===== config.mk =====
export PLATFORM = sky130hd
export DESIGN_NAME = wb_port_arbiter
export DESIGN_NICKNAME = d
export VERILOG_FILES = /design/src/rtl/wb_port_arbiter_pkg.sv /design/src/rtl/wb_result_fifo.sv /design/src/rtl/wb_port_arbiter.sv
export SDC_FILE = /design/constraint.sdc
export NUM_CORES = 1
export LEC_CHECK = 0
export ABC_AREA = 1
export CAP_MARGIN = 20
export CORE_ASPECT_RATIO = 2
export CORE_UTILIZATION = 45
export DETAILED_ROUTE_END_ITERATION = 8
export PLACE_DENSITY = 0.78
export SYNTH_ARGS = -nofsm -noshare
export SYNTH_HDL_FRONTEND = slang
export SYNTH_SLANG_ARGS = --single-unit

===== constraint.sdc =====
create_clock -name i_clk -period 3.95 [get_ports i_clk]
set_clock_uncertainty 0.15 [all_clocks]
set_input_delay 0.9875 -clock i_clk [delete_from_list [all_inputs] [get_ports i_clk]]
set_output_delay 0.9875 -clock i_clk [all_outputs]
set_load 0.02 [all_outputs]

===== src/rtl/wb_port_arbiter_pkg.sv =====
// Shared types for the register-file write-port arbiter: widths, FIFO entry, grant source.
package wb_port_arbiter_pkg;

  localparam int unsigned XLEN  = 32;
  localparam int unsigned REG_W = 5;
  localparam int unsigned NREG  = 32;

  typedef struct packed {
    logic             live;
    logic [REG_W-1:0] rd;
    logic [XLEN-1:0]  data;
  } wb_entry_t;

  typedef enum logic [1:0] {
    GNT_NONE,
    GNT_PIPE,
    GNT_FIFO,
    GNT_BYPASS
  } wb_gnt_e;

endpackage


===== src/rtl/wb_result_fifo.sv =====
// Long-latency result FIFO with per-entry live bits, kill-by-destination and a
// pending-destination mask for the hazard unit.
module wb_result_fifo
  import wb_port_arbiter_pkg::*;
#(
  parameter int unsigned DEPTH = 2
) (
  input  logic             i_clk,
  input  logic             i_rst_n,
  input  logic             i_push,
  input  logic [REG_W-1:0] i_push_rd,
  input  logic [XLEN-1:0]  i_push_data,
  input  logic             i_pop,
  input  logic             i_kill_en,
  input  logic [REG_W-1:0] i_kill_rd,
  output wb_entry_t        o_head,
  output logic             o_empty,
  output logic             o_full,
  output logic [NREG-1:0]  o_pending_mask
);

  localparam int unsigned PTR_W = $clog2(DEPTH);

  wb_entry_t        r_mem [DEPTH];
  logic [PTR_W:0]   r_wr_ptr;
  logic [PTR_W:0]   r_rd_ptr;
  logic [PTR_W-1:0] w_wr_idx;
  logic [PTR_W-1:0] w_rd_idx;
  logic [NREG-1:0]  w_mask;

  assign w_wr_idx = r_wr_ptr[PTR_W-1:0];
  assign w_rd_idx = r_rd_ptr[PTR_W-1:0];
  assign o_empty  = (r_wr_ptr == r_rd_ptr);
  assign o_full   = (r_wr_ptr[PTR_W] != r_rd_ptr[PTR_W]) && (w_wr_idx == w_rd_idx);
  assign o_head   = r_mem[w_rd_idx];

  // Kill first, then pop, then push: a same-cycle enqueue to the killed rd stays live.
  always_ff @(posedge i_clk or negedge i_rst_n) begin
    if (!i_rst_n) begin
      r_wr_ptr <= '0;
      r_rd_ptr <= '0;
      for (int i = 0; i < int'(DEPTH); i++) begin
        r_mem[PTR_W'(i)] <= '0;
      end
    end else begin
      for (int i = 0; i < int'(DEPTH); i++) begin
        if (i_kill_en && r_mem[PTR_W'(i)].live && (r_mem[PTR_W'(i)].rd == i_kill_rd)) begin
          r_mem[PTR_W'(i)].live <= 1'b0;
        end
      end
      if (i_pop && !o_empty) begin
        r_mem[w_rd_idx].live <= 1'b0;
        r_rd_ptr             <= r_rd_ptr + (PTR_W+1)'(1);
      end
      if (i_push && !o_full) begin
        r_mem[w_wr_idx] <= '{live: 1'b1, rd: i_push_rd, data: i_push_data};
        r_wr_ptr        <= r_wr_ptr + (PTR_W+1)'(1);
      end
    end
  end

  // Unoccupied slots always have live=0, so only occupied live entries contribute.
  always_comb begin
    w_mask = '0;
    for (int i = 0; i < int'(DEPTH); i++) begin
      if (r_mem[PTR_W'(i)].live) begin
        w_mask[r_mem[PTR_W'(i)].rd] = 1'b1;
      end
    end
    w_mask[0] = 1'b0;
  end

  assign o_pending_mask = w_mask;

endmodule


===== src/rtl/wb_port_arbiter.sv =====
// Register-file write-port arbiter: pipeline writeback has priority, long-latency results
// drain from a FIFO, with a starvation-forced stall. Optional macro WB_ARB_BYPASS_EN.
module wb_port_arbiter
  import wb_port_arbiter_pkg::*;
#(
  parameter int unsigned DEPTH      = 2,
  parameter int unsigned STARVE_MAX = 3
) (
  input  logic             i_clk,
  input  logic             i_rst_n,
  input  logic             i_pipe_valid,
  input  logic [REG_W-1:0] i_pipe_rd,
  input  logic [XLEN-1:0]  i_pipe_data,
  output logic             o_pipe_stall,
  input  logic             i_lu_valid,
  output logic             o_lu_ready,
  input  logic [REG_W-1:0] i_lu_rd,
  input  logic [XLEN-1:0]  i_lu_data,
  output logic             o_rf_we,
  output logic [REG_W-1:0] o_rf_rd,
  output logic [XLEN-1:0]  o_rf_wdata,
  output logic [NREG-1:0]  o_pending_mask
);

  localparam int unsigned CNT_W = $clog2(STARVE_MAX + 1);
`ifdef WB_ARB_BYPASS_EN
  localparam bit BYPASS_EN = 1'b1;
`else
  localparam bit BYPASS_EN = 1'b0;
`endif

  logic [CNT_W-1:0] r_starve_cnt;
  wb_entry_t        w_head;
  logic             w_empty;
  logic             w_full;
  logic             w_pipe_req;
  logic             w_fifo_req;
  logic             w_head_dead;
  logic             w_lu_wr;
  logic             w_force;
  logic             w_push;
  logic             w_pop;
  logic             w_kill;
  wb_gnt_e          w_gnt;

  assign w_pipe_req  = i_pipe_valid && (i_pipe_rd != '0);
  assign w_fifo_req  = !w_empty && w_head.live;
  assign w_head_dead = !w_empty && !w_head.live;
  assign w_lu_wr     = i_lu_valid && !w_full && (i_lu_rd != '0);

  always_comb begin
    w_gnt   = GNT_NONE;
    w_force = 1'b0;
    if (w_fifo_req && (r_starve_cnt == CNT_W'(STARVE_MAX))) begin
      w_gnt   = GNT_FIFO;
      w_force = 1'b1;
    end else if (w_pipe_req) begin
      w_gnt = GNT_PIPE;
    end else if (w_fifo_req) begin
      w_gnt = GNT_FIFO;
    end else if (BYPASS_EN && w_empty && w_lu_wr) begin
      w_gnt = GNT_BYPASS;
    end
  end

  // Dead heads retire silently in any cycle; x0 LU results are accepted but never stored.
  assign w_push = w_lu_wr && (w_gnt != GNT_BYPASS);
  assign w_pop  = (w_gnt == GNT_FIFO) || w_head_dead;
  assign w_kill = (w_gnt == GNT_PIPE);

  wb_result_fifo #(.DEPTH(DEPTH)) u_fifo (
    .i_clk          (i_clk),
    .i_rst_n        (i_rst_n),
    .i_push         (w_push),
    .i_push_rd      (i_lu_rd),
    .i_push_data    (i_lu_data),
    .i_pop          (w_pop),
    .i_kill_en      (w_kill),
    .i_kill_rd      (i_pipe_rd),
    .o_head         (w_head),
    .o_empty        (w_empty),
    .o_full         (w_full),
    .o_pending_mask (o_pending_mask)
  );

  always_ff @(posedge i_clk or negedge i_rst_n) begin
    if (!i_rst_n) begin
      r_starve_cnt <= '0;
    end else if (w_empty || (w_gnt == GNT_FIFO)) begin
      r_starve_cnt <= '0;
    end else if ((w_gnt == GNT_PIPE) && w_fifo_req && (r_starve_cnt != CNT_W'(STARVE_MAX))) begin
      r_starve_cnt <= r_starve_cnt + CNT_W'(1);
    end
  end

  // Write-port mux; reset forces an idle port regardless of inputs.
  always_comb begin
    o_rf_we    = 1'b0;
    o_rf_rd    = '0;
    o_rf_wdata = '0;
    if (i_rst_n) begin
      case (w_gnt)
        GNT_PIPE: begin
          o_rf_we    = 1'b1;
          o_rf_rd    = i_pipe_rd;
          o_rf_wdata = i_pipe_data;
        end
        GNT_FIFO: begin
          o_rf_we    = 1'b1;
          o_rf_rd    = w_head.rd;
          o_rf_wdata = w_head.data;
        end
        GNT_BYPASS: begin
          o_rf_we    = 1'b1;
          o_rf_rd    = i_lu_rd;
          o_rf_wdata = i_lu_data;
        end
        default: begin
          o_rf_we = 1'b0;
        end
      endcase
    end
  end

  assign o_pipe_stall = i_rst_n && w_force && w_pipe_req;
  assign o_lu_ready   = !w_full;

endmodule


==> impl_metrics.csv <==
group,metric,value,unit
power,intPower,2.47,mW
timing,period_needed,3.86,ns
cts,cts.path.max_buffers,2,
floorplanning,die-height,146,µm
cells_and_area,syn_to_final_growth,41.6,%
cells_and_area,num-nets-final,834,
cells_and_area,layout.area.seq,0.00224,mm²
timing,max_freq,259,MHz
power,vdd_drop_max,0.000380,V
yosys,asyncSetResetFlopFracSynth,0.537,
cts,hold_buffers,0,
cts,cts_buffers,9,
cts,post_cts_setup_repair_bufs,0,
floorplanning,die_w,73.8,µm
cts,cts-htree-levels,3,
detailed_routing,firstDrtPassIters,5,
timing,worst_slew_pin_slew,0.628,ns
global_route,global_route.usage.total,0.270,
flow_run,max-cap-violations,0,
critical_path,ff2ff_path_depth,9,
detailed_routing,routed_wl,13.9,mm
cells_and_area,post-route-util,0.651,
timing,slew_viol_final,0,
critical_path,cp.arrival,2.72,ns
worst_hold_path,hold_path.startpoint,"u_fifo.r_mem[42]$_DFFE_PN0P_",
critical_path,crit_path_frequent_cell,"sky130_fd_sc_hd__nand3_1",
place,last_weighted_congestion_value_of_the_routability_driven_placer,0.824,
critical_path,path_cells,"clkdlybuf4s50_1 > nor2_1 > nand3_1 > nand2_1 > inv_1 > buf_12 > nand3_1 > a21oi_1 > clkdlybuf4s15_1",
yosys,synth_area_per_cell,7.52,µm²
yosys,synth_edf_count,38,
timing,final.hold.worst_slack,0.363,ns
critical_path,timing.critical_path.to_type,"output port",
critical_path,cp-start-kind,"primary input",
floorplanning,placement_rows,52,
power,clock_power_share,0.214,
outcome,outcome,"complete, no violations",
cells_and_area,multi_input_area,0.00198,mm²
global_route,grt_antenna_before_repair,1,
detailed_routing,drc_errors,0,
timing,final_min_period_over_clock_period,0.976,
place,port_buffers,148,
floorplanning,floorplan.die_area,0.0107,mm²
detailed_routing,wl_per_cell,15.6,µm
global_route,grt_use_met2,0.473,
place,hpwl_reported_at_the_end_of_detailed_placement,9.91,mm
yosys,synth_fp_nets,696,
critical_path,timing.setup.critical_path_class,"primary input to output port",
cts,clk_latency,0.34,ns
cts,tritoncts_num_sinks,82,
cts,cts_tree,"done",
worst_hold_path,min_to,"u_fifo.r_mem[42]$_DFFE_PN0P_",
timing,final.setup.tns,0,ns
floorplanning,io_pins,150,
power,combPwrFrac,0.465,
place,post-place-ws,-0.194,ns
critical_path,rr_endpoint,"u_fifo.r_mem[62]$_DFFE_PN0P_",
global_route,grt_pass1_wl,21.9,mm
yosys,syn-cell-area,0.00464,mm²
critical_path,rr_startpoint,"u_fifo.r_wr_ptr[0]$_DFFE_PN0P_",
yosys,synth.lib_cells_used.distinct,25,
power,netSwitchingFraction,0.419,
critical_path,cp.required,2.81,ns
yosys,synth-seq-area-share,0.483,
cts,clock_slew_at_reported_path_ffs,0.06,ns
detailed_routing,ant_nets,0,
yosys,synth_cells,617,
floorplanning,floorplan.initialDensity,0.460,
power,seqPwrFrac,0.321,
cells_and_area,final_layout_size_suffix_gt1_frac,0.0789,
power,p_leak,2.76,nW
cells_and_area,final_layout_fill_cell_count,900,
cts,root_buffer_selected_by_cts,"sky130_fd_sc_hd__clkbuf_16",
timing,rsz0062_at_grt,"no",
global_route,grt_max_degree,58,
timing,final_critical_path_setup_slack,0.0935,ns
detailed_routing,vias_per_cell,5.29,
yosys,synth_warnings,0,
detailed_routing,route.vias.total,4742,
yosys,synth.ff_latch_count,82,
critical_path,crit_path_max_delay_cell_type,"sky130_fd_sc_hd__clkdlybuf4s50_1",
global_route,met3_usage,0.0540,
global_route,grt_util_met1,0.293,
critical_path,crit_fanout,25,
global_route,grt.busiest_layer,"met2",
power,power_density,647,mW/mm²
yosys,yosys_most_used_dff,"sky130_fd_sc_hd__dfrtp_1",
timing,timing.max_slew.rel_slack,0.582,
global_route,grt_overflow_total,0,
timing,finalHoldViolations,0,
global_route,number_of_global_route_vias_before_repair,4597,
timing,final-setup-viol-count,0,
floorplanning,design.core.area,0.0101,mm²
worst_hold_path,min_path_cells,2,
critical_path,cpPeakStageDelay,0.50,ns
power,power.net_switching,1.78,mW
detailed_routing,starting_drt_drc_count,302,
worst_hold_path,hp-class,"flip-flop to flip-flop",
critical_path,worst_setup_slack_for_register_to_register_paths,1.48,ns
[routing by layer]
metal | vias to the layer above | part of all wire
met5 | - | 0
met4 | 0 | 0.045
met3 | 49 | 0.052
met2 | 188 | 0.55
met1 | 2205 | 0.35
li1 | 2300 | -
[how the worst max path moves through the flow]
stage,end,depth (start not counted),slack (ns),startpoint
after floorplan,u_fifo.r_mem[0]$_DFFE_PP_,6,0.26,i_lu_rd[3]
after global placement,o_rf_wdata[8],9,-0.18,i_pipe_rd[0]
after detailed placement,o_rf_wdata[23],9,-0.19,i_pipe_rd[4]
after CTS,o_pipe_stall,8,0.06,u_fifo.r_wr_ptr[0]$_DFFE_PN0P_
after global routing,o_rf_wdata[8],9,0.0007,i_pipe_rd[2]
final,o_rf_wdata[17],9,0.09,i_pipe_rd[3]
[cell type report]
| class | instances | area share |
|---|---|---|
| Sequential cell | 82 | 0.342 |
| Clock inverter | 2 | 0.00915 |
| Timing Repair Buffer | 171 | 0.249 |
| Multi-Input combinational cell | 436 | 0.302 |
| Tap cell | 135 | 0.0257 |
| Clock buffer | 14 | 0.0402 |
| Antenna cell | 1 | 0.000381 |
| Inverter | 55 | 0.0314 |
[flip-flops by register name, indices dropped and copies added, names as in the netlist]
| signal | count |
|---|---|
| u_fifo.r_wr_ptr | 2 |
| r_starve_cnt | 2 |
| u_fifo.r_mem | 76 |
| u_fifo.r_rd_ptr | 2 |
[power groups by stage]
stage	Sequential, mW	Clock (mW)	Combinational [mW]
after detailed placement	1.37	0	2.01
after global placement	1.36	0	1.95
after floorplan	1.32	0	1.38
final	1.36	0.906	1.98
after CTS	1.36	0.912	1.98
after global routing	1.39	0.950	2.20
[critical path: cells and delay by family]
family / cells / cell delay, ns
AO/OA/AOI/OAI: 1 / 0.14
buffers and inverters: 4 / 1.18
AND/OR/NAND/NOR: 4 / 0.40
[synthesized netlist by cell type (2+ instances only)]
cell                         n  area, µm²
sky130_fd_sc_hd__a21oi_1    39        195
sky130_fd_sc_hd__buf_1       4       15.0
sky130_fd_sc_hd__buf_2       9       45.0
sky130_fd_sc_hd__buf_4      12       90.1
sky130_fd_sc_hd__clkbuf_1   18       67.6
sky130_fd_sc_hd__dfrtp_1    44       1100
sky130_fd_sc_hd__edfxtp_1   38       1140
sky130_fd_sc_hd__inv_1      53        199
sky130_fd_sc_hd__inv_2       2       7.51
sky130_fd_sc_hd__nand2_1   137        514
sky130_fd_sc_hd__nand2_2     2       12.5
sky130_fd_sc_hd__nand3_1    94        470
sky130_fd_sc_hd__nand4_1     3       18.8
sky130_fd_sc_hd__nor2_1     74        278
sky130_fd_sc_hd__o21ai_0    48        240
sky130_fd_sc_hd__o21ai_1    30        150
sky130_fd_sc_hd__xnor2_1     2       17.5
[layout by cell type (no fill, tap or decap), drive strengths merged, types with 12 or more instances in the layout]
| cell | count |
|---|---|
| a21oi | 39 |
| buf | 24 |
| clkbuf | 26 |
| clkdlybuf4s15 | 12 |
| clkdlybuf4s50 | 109 |
| dfrtp | 44 |
| dlygate4sd2 | 13 |
| edfxtp | 38 |
| inv | 55 |
| nand2 | 139 |
| nand3 | 96 |
| nor2 | 75 |
| o21ai | 78 |
[per-stage QoR]
step	cells	total power, mW	area [µm²]
floorplan	617	2.71	4640
global placement	879	3.31	6310
detailed placement	879	3.38	6310
CTS	895	4.25	6590
global route	896	4.54	6570
finish	896	4.25	6570
[what timing repair did]
item,CTS,global route
setup endpoints to repair,37,25
resized for setup,37,38
pin swaps,0,0
gates cloned,0,0
[logic make-up after synthesis]
group                      after synthesis  synth area share
DFF                                     82             0.483
adders and majority gates                1           0.00270
buffers and inverters                   99            0.0939
xor gates and xnor gates                 3           0.00567
AOI/OAI and AO/OA                      117             0.126
other                                    1          0.000809
and+or+nand+nor                        314             0.287
No activity file was read; power rests on OpenSTA's default activity.
